`src/rtl/mem_arbiter.sv`:
```
// Two-port arbiter/sequencer for the shared asynchronous-read memory: IDLE -> ACCESS -> DONE per access.
// Define ARB_ROUND_ROBIN_EN for round-robin contested grants; default is fixed priority to port 1.
module mem_arbiter #(
    parameter int ADDR_WIDTH = 16,
    parameter int DATA_WIDTH = 32
) (
    input  logic                  clk,
    input  logic                  reset,
    input  logic                  req0,
    input  logic                  req1,
    input  logic                  we0,
    input  logic                  we1,
    input  logic [ADDR_WIDTH-1:0] addr0,
    input  logic [ADDR_WIDTH-1:0] addr1,
    input  logic [DATA_WIDTH-1:0] wdata0,
    input  logic [DATA_WIDTH-1:0] wdata1,
    output logic                  ack0,
    output logic                  ack1,
    output logic [DATA_WIDTH-1:0] rdata0,
    output logic [DATA_WIDTH-1:0] rdata1,
    output logic                  busy,
    output logic                  mem_enable,
    output logic                  mem_rw,
    output logic [ADDR_WIDTH-1:0] mem_addr,
    output logic [DATA_WIDTH-1:0] mem_din,
    input  logic [DATA_WIDTH-1:0] mem_dout
);

    typedef enum logic [1:0] {
        S_IDLE   = 2'd0,
        S_ACCESS = 2'd1,
        S_DONE   = 2'd2
    } state_t;

    state_t                r_state;
    state_t                w_next_state;
    logic                  r_sel;
    logic                  r_we;
    logic [ADDR_WIDTH-1:0] r_addr;
    logic [DATA_WIDTH-1:0] r_wdata;
    logic                  r_last_grant;
    logic [DATA_WIDTH-1:0] r_rdata0;
    logic [DATA_WIDTH-1:0] r_rdata1;

    logic                  w_any_req;
    logic                  w_contest_winner;
    logic                  w_grant_sel;
    logic                  w_grant_we;
    logic [ADDR_WIDTH-1:0] w_grant_addr;
    logic [DATA_WIDTH-1:0] w_grant_wdata;

    assign w_any_req = req0 | req1;

`ifdef ARB_ROUND_ROBIN_EN
    assign w_contest_winner = ~r_last_grant;
`else
    // Fixed priority: port 1 always wins; last_grant is tracked but cannot change the result.
    assign w_contest_winner = r_last_grant | 1'b1;
`endif

    assign w_grant_sel   = (req0 & req1) ? w_contest_winner : req1;
    assign w_grant_we    = w_grant_sel ? we1    : we0;
    assign w_grant_addr  = w_grant_sel ? addr1  : addr0;
    assign w_grant_wdata = w_grant_sel ? wdata1 : wdata0;

    assign rdata0 = r_rdata0;
    assign rdata1 = r_rdata1;

    // NOTE: every output gets a default before the case so no path leaves a latch behind.
    always_comb begin
        w_next_state = r_state;
        busy         = 1'b1;
        ack0         = 1'b0;
        ack1         = 1'b0;
        mem_enable   = 1'b0;
        mem_rw       = 1'b0;
        mem_addr     = '0;
        mem_din      = '0;
        case (r_state)
            S_IDLE: begin
                busy = 1'b0;
                if (w_any_req) begin
                    w_next_state = S_ACCESS;
                end
            end
            S_ACCESS: begin
                mem_enable   = 1'b1;
                mem_rw       = r_we;
                mem_addr     = r_addr;
                mem_din      = r_wdata;
                w_next_state = S_DONE;
            end
            S_DONE: begin
                ack0         = ~r_sel;
                ack1         = r_sel;
                w_next_state = S_IDLE;
            end
            default: begin
                w_next_state = S_IDLE;
            end
        endcase
    end

    // NOTE: non-blocking assignments here so every register samples pre-edge values together.
    always_ff @(posedge clk) begin
        if (reset) begin
            r_state      <= S_IDLE;
            r_sel        <= 1'b0;
            r_we         <= 1'b0;
            r_addr       <= '0;
            r_wdata      <= '0;
            r_last_grant <= 1'b1;
            r_rdata0     <= '0;
            r_rdata1     <= '0;
        end else begin
            r_state <= w_next_state;
            if (r_state == S_IDLE && w_any_req) begin
                r_sel   <= w_grant_sel;
                r_we    <= w_grant_we;
                r_addr  <= w_grant_addr;
                r_wdata <= w_grant_wdata;
            end
            // Memory read is combinational, so the data is valid at the edge closing ACCESS.
            if (r_state == S_ACCESS && !r_we) begin
                if (r_sel) begin
                    r_rdata1 <= mem_dout;
                end else begin
                    r_rdata0 <= mem_dout;
                end
            end
            if (r_state == S_DONE) begin
                r_last_grant <= r_sel;
            end
        end
    end

endmodule

```
`config.mk`:
```
export PLATFORM = sky130hd
export DESIGN_NAME = mem_arbiter
export DESIGN_NICKNAME = d
export VERILOG_FILES = /design/src/rtl/mem_arbiter.sv
export SDC_FILE = /design/constraint.sdc
export NUM_CORES = 1
export LEC_CHECK = 0
export ABC_CLOCK_PERIOD_IN_PS = 1600
export CAP_MARGIN = 20
export CORE_MARGIN = 1.5
export CORE_UTILIZATION = 30
export CTS_BUF_LIST = sky130_fd_sc_hd__clkbuf_16
export CTS_CLUSTER_SIZE = 30
export DETAILED_ROUTE_END_ITERATION = 10
export GPL_ROUTABILITY_DRIVEN = 0
export MAX_ROUTING_LAYER = met4
export SETUP_SLACK_MARGIN = 0.2
export SLEW_MARGIN = 5
export SYNTH_ARGS = -nofsm -noshare
export SYNTH_HDL_FRONTEND = slang
export SYNTH_SLANG_ARGS = --single-unit
```
`constraint.sdc`:
```
create_clock -name clk -period 1.6 [get_ports clk]
set_input_delay 0.48 -clock clk [delete_from_list [all_inputs] [get_ports clk]]
set_output_delay 0.48 -clock clk [all_outputs]
set_load 0.005 [all_outputs]
```
==> results.md, run 1 <==
- After synthesis, the share of cell area in mux cells is 9.46%.
- The first detailed-routing pass ran for 4 iterations.
- At the pin with the least slew margin, the transition time is 0.347 ns.
- The worst setup path is captured at a primary output.
- After detailed placement, the total cell area comes to 8130 um2.
- The worst register-to-register path has a depth of 7.
- The flip-flop and latch count after synthesis is 116.
- The die boundary height is 134 um.
- Including well taps, the total number of placed cells is 1020.
- The clock latency at the later pin of the worst-skew pair is 0.41 ns.
- The design draws 9.60 mW.
- For this run, design rule violations remaining after detail routing come to 0.
- The max-cap violation count is 0.
- The checks that failed: negative setup slack.
- The horizontal die dimension is 134 um.
- The final worst clock skew is 0.00819 ns.
- The dominant combinational cell family by area after synthesis is compound AO/OA/AOI/OAI gates.
- The repair_antennas step left the layout with diodes totalling 0.
- For this design the static power due to leakage is 4.56 nW.
- The worst setup path is launched from a flop.
- The routed design could run at a clock period as short as 1.99 ns.
- The number of nets in the synthesized netlist is 711.
- The cell count after synthesis is 577.
- The flow ran to the end, but the final reports show violations.
- The met2 demand-to-capacity share in global routing is 38.0%.
- The residual antenna-violating net count after detailed routing is 0.
- The arrival time at the worst endpoint is 1.51 ns.
- The number of pins exceeding their max-slew limit in the final report is 0.
- Dividing the synthesized area by the synthesized cell count gives 8.98 um2.
- The footprint of the multi-input gates is 3540 um2.
- The proportion of synthesized chip area in sequential cells is 44.8%.
- The share of the synthesized area in the top cell type is 44.8%.
- The largest net degree at the start of global routing is 44.
- The cell with the most instances after synthesis is sky130_fd_sc_hd__nand2_1.
- The synthesized netlist devotes 17.2% of its cell area to simple gates.
- The library cell used as clock root buffer is sky130_fd_sc_hd__clkbuf_16.
- Cells fill 61.8% of the core in the end.
- The final setup violation count is 117.
- The longest clock path from root to sink contains 2 buffers.
- Summing the areas of all compound-gate instances in the mapped netlist gives 22.9% of the synthesized area.
- The starting density of the core is 30.9%.
- Counting instances in the post-synthesis netlist gives the leading cell types as sky130_fd_sc_hd__nand2_1 (129), sky130_fd_sc_hd__dfxtp_1 (116), sky130_fd_sc_hd__a21oi_1 (114).
- Measured against its own limit, the worst slew margin works out to 76.2%.
- The worst setup slack before clock tree synthesis is -0.372 ns.
- Counting every sink on the clock net gives 116.
- In this run the number of H-tree levels came out at 4.
- Of the cells placed in the final design, the portion with a size suffix greater than 1 is 60.6%.
- In the post-route analysis, the smallest setup slack over all paths is -0.394 ns.
- The number of top-level pins is 251.
- Clock-pin slew was measured on the worst setup and hold paths at 0.06 ns.
- Dividing total power by cell area gives a power density of 926 nW/um2.
- The number of unique standard cell types used by synthesis is 22.
- The cell area after synthesis is 5180 um2.
- Summed over all layers, the global routing overflow is 0.
- The count of input and output buffers is 250.
- The fraction of the mapped netlist area in adder cells is 0%.
- The post-route worst hold slack is 0.448 ns.
- The global-route met1 utilization is 25.4%.
- The growth of design area from synthesis to finish is 99.9%.
- The critical path data required time is 1.12 ns.
- The final clock period utilization by the worst path is 125%.
- The met3 capacity usage during global routing is 5.07%.
- In this run, CTS created clock tree buffers numbering 17.
- In the routed layout, each cell is associated on average with a via count of 4.98.
- The global routing stage identified its most utilized layer as met2.
- During synthesis, Yosys emitted a total of 0 warnings.
- Yosys attributes the largest share of cell area to sky130_fd_sc_hd__dfxtp_1 (45%), sky130_fd_sc_hd__a211oi_2 (12%), sky130_fd_sc_hd__a21oi_1 (11%), sky130_fd_sc_hd__mux2i_1 (9.5%), sky130_fd_sc_hd__nand2_1 (9.3%).
- The first routing iteration left 227 violations.
- The worst ir drop on vdd is 0.607 mV.
- The number of non-filler instances in the completed layout is 1106.
- The placement row count is 47.
- The floorplan step defined a core boundary enclosing 16800 um2.
- The floorplan die area is 18100 um2.
- The net count of the finished layout is 1007.
- Counting flops with an async set or reset pin after synthesis yields a share of 0%.
- The path class of the tightest hold or removal check is reg2reg.
- Across every metal layer, demand over resource in global routing totals 22.1%.
- The clock tree from TritonCTS is done.
- After routing the design area is 10400 um2.
- Setup repair after global routing could not meet its margin everywhere.
- Of the total synthesized cell area, the portion taken by XOR and XNOR cells is 0%.
- The via count of the first global-routing pass came to 5425.
- The final layout contains routed wiring with a total length of 20.8 mm.
- Registers take 2400 um2.
- The total via count after detailed routing is 5513.
- The dominant register cell in the synthesized netlist is sky130_fd_sc_hd__dfxtp_1.
- Static timing analysis puts the maximum clock frequency at 502 MHz.
- The synthesized design contains 0 enable-type register cells.
- The HPWL after detailed placement is 12.4 mm.
- The hold violation total from the final report is 0.
- The biggest fanout along the worst timing path is 5.
- The setup total negative slack is -21.79 ns.
- The total of fill cells in the finished design is 1367.
- In the final routed layout, each cell accounts on average for 18.8 um.
- The synthesized design spends more area on one cell type than any other, namely sky130_fd_sc_hd__dfxtp_1.
- The number of antenna violations at the first check in global routing is 0.
- The worst setup path is of the reg2out kind.
- The first global-routing pass estimated 29.9 mm of wire.
- The number of cells on the worst hold path is 2.
[repair_timing]
| item | CTS | global route |
|---|---|---|
| gates resized for setup | 710 | 162 |
| endpoints found under the hold margin | 0 | 0 |
| pin swaps | 105 | 122 |
| endpoints found under the setup margin | 232 | 158 |
| buffers inserted | 22 | 11 |
| gates cloned | 15 | 6 |
| hold buffers | 0 | 0 |
[critical path: stages, from the launching register on]
cell                      delay (ns)
sky130_fd_sc_hd__dfxtp_2        0.33
sky130_fd_sc_hd__nor2b_4        0.16
sky130_fd_sc_hd__buf_8          0.16
sky130_fd_sc_hd__buf_16         0.12
sky130_fd_sc_hd__buf_8          0.10
sky130_fd_sc_hd__and2_4         0.13
sky130_fd_sc_hd__buf_6          0.09
[layout by cell type, fill, tap and decap left out, types with 2 or more instances in the layout]
| cell type | Yosys | final |
|---|---|---|
| sky130_fd_sc_hd__a21oi_1 | 114 | 40 |
| sky130_fd_sc_hd__nand2_2 | 0 | 14 |
| sky130_fd_sc_hd__inv_1 | 1 | 3 |
| sky130_fd_sc_hd__clkdlybuf4s50_1 | 0 | 130 |
| sky130_fd_sc_hd__bufinv_16 | 0 | 4 |
| sky130_fd_sc_hd__nand2_4 | 0 | 67 |
| sky130_fd_sc_hd__buf_4 | 1 | 23 |
| sky130_fd_sc_hd__clkinv_1 | 0 | 5 |
| sky130_fd_sc_hd__a21oi_2 | 0 | 74 |
| sky130_fd_sc_hd__buf_16 | 0 | 16 |
| sky130_fd_sc_hd__clkinvlp_4 | 0 | 2 |
| sky130_fd_sc_hd__and2_4 | 0 | 38 |
| sky130_fd_sc_hd__nor2b_4 | 0 | 2 |
| sky130_fd_sc_hd__buf_6 | 6 | 56 |
| sky130_fd_sc_hd__a211oi_2 | 49 | 48 |
| sky130_fd_sc_hd__dfxtp_4 | 0 | 2 |
| sky130_fd_sc_hd__and2_1 | 50 | 12 |
| sky130_fd_sc_hd__buf_8 | 0 | 5 |
| sky130_fd_sc_hd__dfxtp_2 | 0 | 57 |
| sky130_fd_sc_hd__buf_2 | 20 | 77 |
| sky130_fd_sc_hd__buf_12 | 0 | 20 |
| sky130_fd_sc_hd__dfxtp_1 | 116 | 57 |
| sky130_fd_sc_hd__clkbuf_16 | 0 | 22 |
| sky130_fd_sc_hd__mux2i_1 | 49 | 49 |
| sky130_fd_sc_hd__nand2_1 | 129 | 48 |
| sky130_fd_sc_hd__clkinv_2 | 0 | 2 |
[where the power goes]
part           internal, mW  switching [mW]
registers              3.12           0.133
logic                  1.38            1.08
clock network          2.56            1.34
total                  7.05            2.55
[logic make-up (layout without fill, tap and decap cells)]
group                  after synthesis  in the layout
AOI/OAI and AO/OA                  164            164
buffers and inverters               58            367
DFF                                116            116
muxes                               49             49
and+or+nand+nor                    190            190
[sequential cells by signal, indices dropped and copies added (netlist names)]
signal / cells
rdata0: 32
r_state: 2
r_sel: 1
r_wdata: 32
r_addr: 16
r_we: 1
rdata1: 32
[layout make-up]
cell class	instances	area share (%)
inverter	2	0.0724
clock buffer	17	4.10
multi-input combinational	403	34.2
tap	220	2.66
sequential	116	23.2
clock inverter	15	1.65
timing repair buffer	333	34.2
[final timing paths]
check,to,start,slack (ns)
worst min register to register,rdata0[16],rdata0[16],0.45
worst max-delay path,mem_din[23],r_state[0],-0.39
worst min-delay path,rdata0[16],rdata0[16],0.45
worst max register to register,rdata0[14],r_state[1],-0.18
[layer usage]
layer | vias up | wire length (um)
met5 | - | 0
met4 | 0 | 406
met3 | 38 | 1280
met2 | 231 | 10800
met1 | 2662 | 8320
li1 | 2582 | -
Note: power is estimated with default switching activity, not from simulation.
==> inputs of run 2 (changes only) <==
- CORE_UTILIZATION: 30 -> 37
- PLACE_DENSITY: default -> 0.77
==> run 2 against run 1 <==
  * The run still ends with negative setup slack left
  * Worst setup slack got worse by 0.12 ns
  * Clock power hardly changed
  * Non-clock buffer count grew 4
  * Combinational power barely moved
  * Final area down 4.3%
  * Register-to-register slack got worse by 0.03 ns
  * Wire length is 1.7% higher
  * Via count grew 2.0%
  * Maximum frequency shrank 5.5%
  * Clock skew shrank 0.0030 ns
  * Largest cell class is now buffers
==> results.md, run 2 (synthesis gave the netlist of run 1 again) <==
- The flow ran to the end, but the final reports show violations.
- The checks that failed: negative setup slack.
- The die boundary height is 121 um (-9.7%).
- The number of top-level pins is 251 (unchanged).
- The floorplan die area is 14700 um2 (-19%).
- The via count of the first global-routing pass was 5558 (+2.5%).
- The max-cap violation count is 0 (unchanged).
- The biggest fanout along the worst timing path came to 8 (+3).
- The worst setup path is captured at a primary output.
- The total via count after detailed routing is 5623 (+2.0%).
- The starting density of the core came to 37.6% (+6.7 points).
- The library cell used most frequently in the layout, excluding fill and tap cells, is sky130_fd_sc_hd__clkdlybuf4s50_1.
- The number of clock sinks is 116 (unchanged).
- The placement row count is 43 (-8.5%).
- The worst ir drop on vdd is 0.664 mV (+9.5%).
- The clock power share is 40.5% (about the same).
- The cell-internal power was 7.10 mW (+0.62%).
- The portion of total power attributed to sequential cells came to 33.9% (about the same).
- The final antenna diode count is 0 (unchanged).
- The critical path data required time is 1.12 ns (about the same).
- The setup total negative slack is -34.42 ns (-12.64 ns).
- The TritonCTS buffer count was 17 (unchanged).
- The final setup violation count is 158 (+35%).
- The aggregate global-route resource usage is 26.6% (+4.4 points).
- In this design, the critical path's most frequently occurring cell is sky130_fd_sc_hd__buf_12.
- The detail-routed via count per cell came to 5.26 (+5.4%).
- The number of iterations in the first detailed-routing pass is 4 (unchanged).
- The first-pass GRT wire length is 29.3 mm (-2.1%).
- The overflow left after global routing is 0 (unchanged).
- The overall power after layout is 9.61 mW (+0.12%).
- The worst setup slack before clock tree synthesis is -0.335 ns (+0.0369 ns).
- The share of cells above drive strength 1 came to 53.0% (-7.6 points).
- The worst setup path is of the reg2out kind.
- The arrival time at the worst endpoint is 1.63 ns (+0.12 ns).
- The areal power density over the cells is 969 nW/um2 (+4.6%).
- The critical path launch point type is a flop.
- The critical path goes through nor2b_4 -> buf_12 -> buf_12 -> buf_12 -> buf_16 -> and2_4 -> buf_6.
- The number of pins exceeding their max-slew limit in the final report came to 0 (unchanged).
- The tree is rooted in a sky130_fd_sc_hd__clkbuf_16.
- In this run the worst hold path is classified as reg2reg.
- The transition time at the pin with the least slew margin is 0.403 ns (+0.0558 ns).
- The switching power of the nets is 2.52 mW (-1.2%).
- The maximum frequency from static timing analysis was 474 MHz (-5.5%).
- The maximum level of the CTS H-tree is 4 (unchanged).
- The residual antenna-violating net count after detailed routing was 0 (unchanged).
- The hold buffer count at CTS is 0 (unchanged).
- The number of antenna violations at the first check in global routing is 0 (unchanged).
- The clock tree buffer depth is 2 (unchanged).
- The number of remaining DRC errors is 0 (unchanged).
- The count of input and output buffers is 250 (unchanged).
- The final setup slack of the worst path is -0.510 ns (-0.116 ns).
- The total routed wirelength is 21.2 mm (+1.7%).
- The final worst clock skew came to 0.00521 ns (-0.00298 ns).
- The register clock-pin slew on the reported worst setup and hold paths was 0.06 ns (about the same).
- The time the final worst path needs with I/O delays and setup was 2.11 ns (+0.116 ns).
- The final clock period utilization by the worst path was 132% (+7.3 points).
- The master of the slowest instance on the critical path is sky130_fd_sc_hd__dfxtp_2.
- The leakage power came to 4.20 nW (-7.7%).
- The initial detailed-routing violation count came to 299 (+32%).
- The total of fill cells in the finished design came to 993 (-27%).
- The largest stage delay on the critical path is 0.32 ns (about the same).
- The proportion of total power due to net switching is 26.2% (-0.36 points).
- The worst slew margin relative to its limit is 72.4% (-3.8 points).
- The clock latency at the later pin of the worst-skew pair is 0.41 ns (about the same).
- Setup repair after global routing could not meet its margin everywhere.
- The total core area is 13800 um2 (-18%).
- The hold violation total from the final report is 0 (unchanged).
- The HPWL after detailed placement is 11.8 mm (-4.8%).
- Leaving out fill and tap cells, the most frequent cells in the layout are sky130_fd_sc_hd__clkdlybuf4s50_1 (130), sky130_fd_sc_hd__nand2_1 (83), sky130_fd_sc_hd__a21oi_1 (74).
- The fraction of power consumed by combinational cells was 25.5% (about the same).
- The largest net degree at the start of global routing is 54 (+23%).
- The horizontal die dimension is 121 um (-9.7%).
- The final net count is 1011 (+0.40%).
- TritonCTS built the clock tree.
- The average detailed-routed wire length per instance came to 19.8 um (+5.1%).
- Relative to the synthesized area, the layout overhead comes to 91.3%.
## run 2: cell count changes in the layout (fill, tap and decap cells not counted), sizes merged
cell / previous run / this run
clkinvlp: 2 / 0
clkinv: 7 / 9
clkbuf: 22 / 25
bufbuf: 0 / 1
## run 2: area by class of cell
class	count	area (um2)	share of cell area (%)
clock buffer	17	425	4.29
sequential	116	2390	24.1
timing repair buffer	337	3590	36.2
multi-input combinational	403	3110	31.3
tap	180	225	2.27
inverter	2	7.51	0.0757
clock inverter	15	171	1.73
## run 2: what timing repair did
action,CTS,global route
setup endpoints to repair,215,169
endpoints found under the hold margin,0,0
setup buffers,34,6
cloned,13,10
resized for setup,603,153
pin swaps,45,46
## run 2: path summary, 6_finish.rpt
check,from,to,slack (ns),cells after the start
setup / recovery,r_state[0],mem_din[28],-0.51,7
hold / removal,rdata0[26],rdata0[26],0.45,2
setup reg to reg,r_state[0],rdata0[0],-0.21,9
hold reg to reg,rdata0[26],rdata0[26],0.45,2
## run 2: power groups by stage
stage	combinational [mW]	clock (mW)	sequential [mW]
floorplan	0.827	0	3.26
global placement	1.62	0	3.27
detailed placement	1.67	0	3.28
CTS	2.14	3.90	3.23
global route	2.58	4.05	3.28
finish	2.45	3.90	3.26
## run 2: through the flow
stage / hold slack, ns / instance area (um2) / util, % / instances
floorplan: 0.453 / 5250 / - / 577
global placement: 0.442 / 8000 / 58.1 / 975
detailed placement: 0.446 / 8000 / 58.1 / 975
CTS: 0.451 / 9220 / 67.0 / 1054
global route: 0.466 / 9920 / 72.0 / 1070
finish: 0.451 / 9920 / 72.0 / 1070
## run 2: per-layer routing
layer / track usage (%) / routed length, um
met5: - / 0
met4: 12.9 / 973
met3: 6.02 / 1260
met2: 45.1 / 10800
met1: 29.4 / 8090
## run 2: worst max-delay path, delay by kind of cell, from the launching register on
kind	cells	cell delay [ns]
simple gates	2	0.27
flops	1	0.32
buf+inv	5	0.62
